===== config.mk =====
export PLATFORM = sky130hd
export DESIGN_NAME = ysyx_22051468_scoreboard
export DESIGN_NICKNAME = d
export VERILOG_FILES = /design/src/rtl/ysyx_22051468_scoreboard_pkg.sv /design/src/rtl/ysyx_22051468_scoreboard_pend_cnt.sv /design/src/rtl/ysyx_22051468_scoreboard.sv
export SDC_FILE = /design/constraint.sdc
export NUM_CORES = 1
export LEC_CHECK = 0
export BUFFER_PORTS_ARGS = -buffer_cell sky130_fd_sc_hd__buf_2
export CORE_ASPECT_RATIO = 1.25
export CORE_MARGIN = 3
export CORE_UTILIZATION = 57
export CTS_CLUSTER_SIZE = 12
export DETAILED_ROUTE_END_ITERATION = 7
export GPL_ROUTABILITY_DRIVEN = 0
export GPL_TIMING_DRIVEN = 0
export HOLD_SLACK_MARGIN = 0.02
export PLACE_DENSITY_LB_ADDON = 0.1
export SLEW_MARGIN = 20
export SYNTH_ARGS = -nofsm -noshare
export SYNTH_HDL_FRONTEND = slang
export SYNTH_SLANG_ARGS = --single-unit

===== constraint.sdc =====
create_clock -name clk -period 4.8 [get_ports clk]
set_clock_uncertainty 0.05 [all_clocks]
set_input_delay 0.96 -clock clk [delete_from_list [all_inputs] [get_ports clk]]
set_output_delay 0.96 -clock clk [all_outputs]
set_load 0.01 [all_outputs]

===== src/rtl/ysyx_22051468_scoreboard_pkg.sv =====
// Shared instruction-field constants for the issue scoreboard.
package ysyx_22051468_scoreboard_pkg;
   localparam int          REG_AW           = 5;
   localparam int          NUM_REGS         = 32;
   localparam logic [4:0]  REG_X0           = 5'd0;
   localparam int          MAX_INFLIGHT_DEF = 4;
   localparam int          CNT_W_DEF        = 2;
endpackage


===== src/rtl/ysyx_22051468_scoreboard_pend_cnt.sv =====
// Per-register pending-write counter: clear beats everything, inc+dec together hold.
module ysyx_22051468_Pend_Cnt #(
   parameter int CNT_W = 2
) (
   input  logic             clk,
   input  logic             rst_n,
   input  logic             clr_i,
   input  logic             inc_i,
   input  logic             dec_i,
   output logic [CNT_W-1:0] cnt_o
);
   logic [CNT_W-1:0] cnt_q, cnt_d;

   always_comb begin
      cnt_d = cnt_q;
      if (clr_i)
         cnt_d = '0;
      else if (inc_i && !dec_i)
         cnt_d = cnt_q + CNT_W'(1);
      else if (dec_i && !inc_i)
         cnt_d = cnt_q - CNT_W'(1);
   end

   always_ff @(posedge clk or negedge rst_n) begin
      if (!rst_n)
         cnt_q <= '0;
      else
         cnt_q <= cnt_d;
   end

   assign cnt_o = cnt_q;
endmodule


===== src/rtl/ysyx_22051468_scoreboard.sv =====
// In-order issue scoreboard: RAW/WAW/capacity hazard detection with same-cycle
// writeback bypass, plus the outstanding-write counter.
module ysyx_22051468_scoreboard
   import ysyx_22051468_scoreboard_pkg::*;
#(
   parameter int MAX_INFLIGHT = MAX_INFLIGHT_DEF,
   parameter int CNT_W        = CNT_W_DEF,
   localparam int IW          = $clog2(MAX_INFLIGHT + 1)
) (
   input  logic              clk,
   input  logic              rst_n,
   input  logic              id_valid,
   output logic              id_ready,
   input  logic              rd_need,
   input  logic              rs1_need,
   input  logic              rs2_need,
   input  logic [REG_AW-1:0] rd_addr,
   input  logic [REG_AW-1:0] rs1_addr,
   input  logic [REG_AW-1:0] rs2_addr,
   input  logic              wb_valid,
   input  logic [REG_AW-1:0] wb_rd,
   input  logic              flush,
   output logic              stall,
   output logic [IW-1:0]     inflight_cnt
);
   logic [CNT_W-1:0] pend [NUM_REGS];
   logic [IW-1:0]    inflight_q, inflight_d;

   logic             issue, issue_inc, wb_dec;
   logic [CNT_W-1:0] rs1_pend, rs2_pend, rd_pend;
   logic [CNT_W-1:0] rs1_eff, rs2_eff, rd_eff;
   logic             rs1_haz, rs2_haz, waw_haz, cap_haz;
   logic [IW-1:0]    inflight_eff;

   assign pend[0] = '0;

   for (genvar r = 1; r < NUM_REGS; r++) begin : g_pend
      ysyx_22051468_Pend_Cnt #(.CNT_W(CNT_W)) u_pend (
         .clk   (clk),
         .rst_n (rst_n),
         .clr_i (flush),
         .inc_i (issue_inc && (rd_addr == REG_AW'(r))),
         .dec_i (wb_dec && (wb_rd == REG_AW'(r))),
         .cnt_o (pend[r])
      );
   end

   assign wb_dec = wb_valid && (wb_rd != REG_X0) && (pend[wb_rd] != '0);

   // Effective counts subtract a writeback landing this cycle, so a retiring
   // producer releases its consumer with zero bubble.
   assign rs1_pend = pend[rs1_addr];
   assign rs2_pend = pend[rs2_addr];
   assign rd_pend  = pend[rd_addr];
   assign rs1_eff  = rs1_pend - CNT_W'(wb_dec && (wb_rd == rs1_addr));
   assign rs2_eff  = rs2_pend - CNT_W'(wb_dec && (wb_rd == rs2_addr));
   assign rd_eff   = rd_pend  - CNT_W'(wb_dec && (wb_rd == rd_addr));

   assign rs1_haz  = rs1_need && (rs1_addr != REG_X0) && (rs1_eff != '0);
   assign rs2_haz  = rs2_need && (rs2_addr != REG_X0) && (rs2_eff != '0);
   assign waw_haz  = rd_need && (rd_addr != REG_X0) && (rd_eff == {CNT_W{1'b1}});

   assign inflight_eff = inflight_q - IW'(wb_dec);
   assign cap_haz      = rd_need && (inflight_eff == IW'(MAX_INFLIGHT));

   assign id_ready  = !flush && !(rs1_haz || rs2_haz || waw_haz || cap_haz);
   assign stall     = id_valid && !id_ready;
   assign issue     = id_valid && id_ready;
   assign issue_inc = issue && rd_need && (rd_addr != REG_X0);

   always_comb begin
      inflight_d = inflight_q + IW'(issue_inc) - IW'(wb_dec);
      if (flush)
         inflight_d = '0;
   end

   always_ff @(posedge clk or negedge rst_n) begin
      if (!rst_n)
         inflight_q <= '0;
      else
         inflight_q <= inflight_d;
   end

   assign inflight_cnt = inflight_q;
endmodule


==> run summary <==
Ranking of synthesized cells by area -> dfrtp_1 (24%), mux4_2 (11%), xnor2_1 (7.1%)
Cell taking the most area after synthesis -> dfrtp_1
DR pass1 iterations -> 6
Clk pwr share -> 0.418
Max VDD drop -> 0.173 mV
Sequential fraction of the synthesis area -> 0.237
Cell Pwr Density -> 209 mW/mm^2
Routed len/inst -> 26.1 um
Final hold slack -> 0.461 ns
Layout cells sized above 1 -> 0.209
Root buffer cell -> clkbuf_16
Initial detailed-routing violation count -> 1,139
Antenna diodes -> 0
Die Footprint -> 0.0134 sq mm
Die H -> 129 um
Cell mode on critical path -> buf_8
Post-synth EDFFs -> 0
Distinct cells, synth -> 82
# clock sinks -> 65
NumNets Final -> 874
Fraction of registers with async set/reset -> 1.00
MaxCap Viol Count -> 0
Commonest non-fill, non-tap cell in the layout -> nor2_1
Pint -> 0.00113 W
RSZ-0062 raised after global routing -> yes
Post-synthesis cell count -> 791
Critical Path RT -> 3.79 ns
Hold WC Path Type -> in -> async
Setup WS post-layout -> -0.0282 ns
Period utilization -> 1.01
Vias in the first global route -> 7,196
CTS tree -> built
H-tree depth -> 3
Gr ovfl total -> 0
Residual DRC -> 0
Final wirelength -> 26,300 um
Site row count -> 44
Gr usage total -> 0.388
Largest net degree at the start of global routing -> 45
Startpoint Class -> input pin
Final setup viols -> 1
Fillers -> 997
Synth-to-layout area growth -> 15.1%
Met2 Use GR -> 0.604
Clock Latency Late Sink -> 0.34 ns
Clock Tree Buf Depth -> 2
Critical path class -> in -> out
Yosys warnings -> 0
Number of buffers inserted by hold repair at cts -> 0
Max-slew headroom -> 0.327
Worst-path cell chain -> buf_8, or4b_4, o311ai_4, o221ai_2, o41a_4, nand2_8, inv_4, ha_4, xor2_1, nand4b_1, and4_1, o31a_4, buf_8, and3_4, nor2b_2, buf_2
Mapped Area -> 0.00688 sq mm
Part of the power in registers -> 0.345
Combinational power share -> 0.237
Storage cell area -> 0.00163 sq mm
I/O Buffers -> 24
Commonest non-fill, non-tap cells in the layout -> nor2_1 (108), dfrtp_1 (65), xnor2_1 (55), clkbuf_1 (36), mux4_2 (35)
Crit path max fanout -> 6
Syn_area_per_cell -> 8.69 sq um
Syn_nets -> 824
Ys flop type -> dfrtp_1
TritonCTS Buffers -> 9
Multi-input gate area -> 0.00506 sq mm
Status -> finished with violations
First-pass GRT wire length -> 39,900 um
Core area -> 0.0117 sq mm
I/O pins -> 33
Psw -> 0.000524 W
Pre-CTS worst setup slack -> -0.923 ns
Static Leak -> 3.11 nW
Initial Util -> 0.586
Setup_tns -> -0.0282 ns
Share of the synthesized area in the top cell type -> 0.237
Switching part of the total power -> 0.317
GRT busiest layer -> met2
Hold violation count in the final report -> 0
Routed via count -> 7,424
Yosys reg bits -> 65
GRT met3 Usage -> 0.0863
Critical-path top delay cell -> or4b_4
Final core occ -> 0.675
CP arrival -> 3.82 ns
Failing checks -> setup timing
Worst-path clk slew -> 0.06 ns
ANT nets after route -> 0
Worst-Margin Slew -> 1.00 ns
Antenna violations before repair -> 0
Endpoint type of the worst setup path -> output port
Max Clock Freq -> 207 MHz
DR vias/cell -> 7.37
Chip width -> 104 um
Global routing usage on met1 -> 0.486
CP peak stage delay -> 0.53 ns
Slew Viols, Final -> 0
Post-route minimum period -> 4.83 ns
Post-DP HPWL -> 18,900 um
[per-layer routing]
metal | routed length [um] | vias to the layer above
met4 | 1940 | 0
met5 | 0 | -
li1 | - | 3061
met1 | 9070 | 3482
met3 | 3690 | 209
met2 | 11600 | 672
[power groups by stage]
stage                     clock network (W)  logic (W)  registers [W]
after floorplan                           0   0.000219       0.000578
after global placement                    0   0.000330       0.000579
after detailed placement                  0   0.000340       0.000579
after CTS                          0.000691   0.000365       0.000569
after global routing               0.000712   0.000411       0.000570
final                              0.000692   0.000393       0.000570
[Yosys cell counts, types with 13 or more instances]
| master | instances |
|---|---|
| buf_2 | 18 |
| nand3_1 | 26 |
| nor2b_1 | 35 |
| mux4_2 | 35 |
| mux2_2 | 18 |
| xnor2_1 | 56 |
| or3_1 | 19 |
| dfrtp_1 | 65 |
| nand2_1 | 27 |
| nor2_1 | 108 |
| nor4_1 | 22 |
| nand4_1 | 29 |
| mux2i_1 | 33 |
| a21oi_1 | 13 |
| nand2b_1 | 19 |
| clkbuf_1 | 40 |
| nor3_1 | 27 |
| inv_1 | 14 |
[critical path: cells and delay by family]
| kind | cells | cell delay (ns) |
|---|---|---|
| simple gates | 6 | 1.39 |
| compound gates | 4 | 0.78 |
| buf+inv | 4 | 0.39 |
| fa+ha+maj | 1 | 0.15 |
| xor+xnor | 1 | 0.13 |
[what timing repair did]
item	CTS	global route
resized for setup	23	26
endpoints found under the setup margin	28	5
setup buffers	11	8
pin swaps	8	13
[cells by family after synthesis]
logic type | after synthesis | share of synthesized area
AO/OA/AOI/OAI | 111 | 0.128
multiplexers | 90 | 0.199
AND/OR/NAND/NOR | 366 | 0.287
XOR/XNOR | 68 | 0.0866
buffers and inverters | 86 | 0.0529
adder cells (fa/ha/maj) | 5 | 0.0102
flip-flops | 65 | 0.237
[final cells by class]
cell class                      count  area share
Sequential cell                    65       0.205
Timing Repair Buffer               44      0.0395
Inverter                           16     0.00917
Buffer                             65      0.0419
Tap cell                          161      0.0254
Clock inverter                      4     0.00648
Clock buffer                       12      0.0324
Multi-Input combinational cell    640       0.640
[sequential cells by signal (all words and copies together) (netlist names)]
signal / count
inflight_cnt: 3
g_pend.u_pend.cnt_o: 62
[per-stage QoR]
stage / instance area [sq um] / cells / power, W
after floorplan: 6950 / 791 / 0.000798
after global routing: 7920 / 1007 / 0.00169
after CTS: 7770 / 1002 / 0.00163
after detailed placement: 7300 / 977 / 0.000918
after global placement: 7270 / 976 / 0.000908
final: 7920 / 1007 / 0.00165
[path summary, 6_finish.rpt]
kind / start / cells past startpoint / slack [ns] / end
worst max-delay path: wb_rd[0] / 16 / -0.03 / stall
worst min-delay path: rst_n / 1 / 0.46 / g_pend[9].u_pend.cnt_o[0]
worst max register to register: g_pend[18].u_pend.cnt_o[0] / 22 / 0.24 / inflight_cnt[2]
worst min register to register: inflight_cnt[0] / 2 / 0.61 / inflight_cnt[0]
max in group asynchronous: rst_n / 2 / 3.68 / g_pend[26].u_pend.cnt_o[1]
min in group clk: inflight_cnt[0] / 2 / 0.61 / inflight_cnt[0]
(Power assumes the default switching activity.)
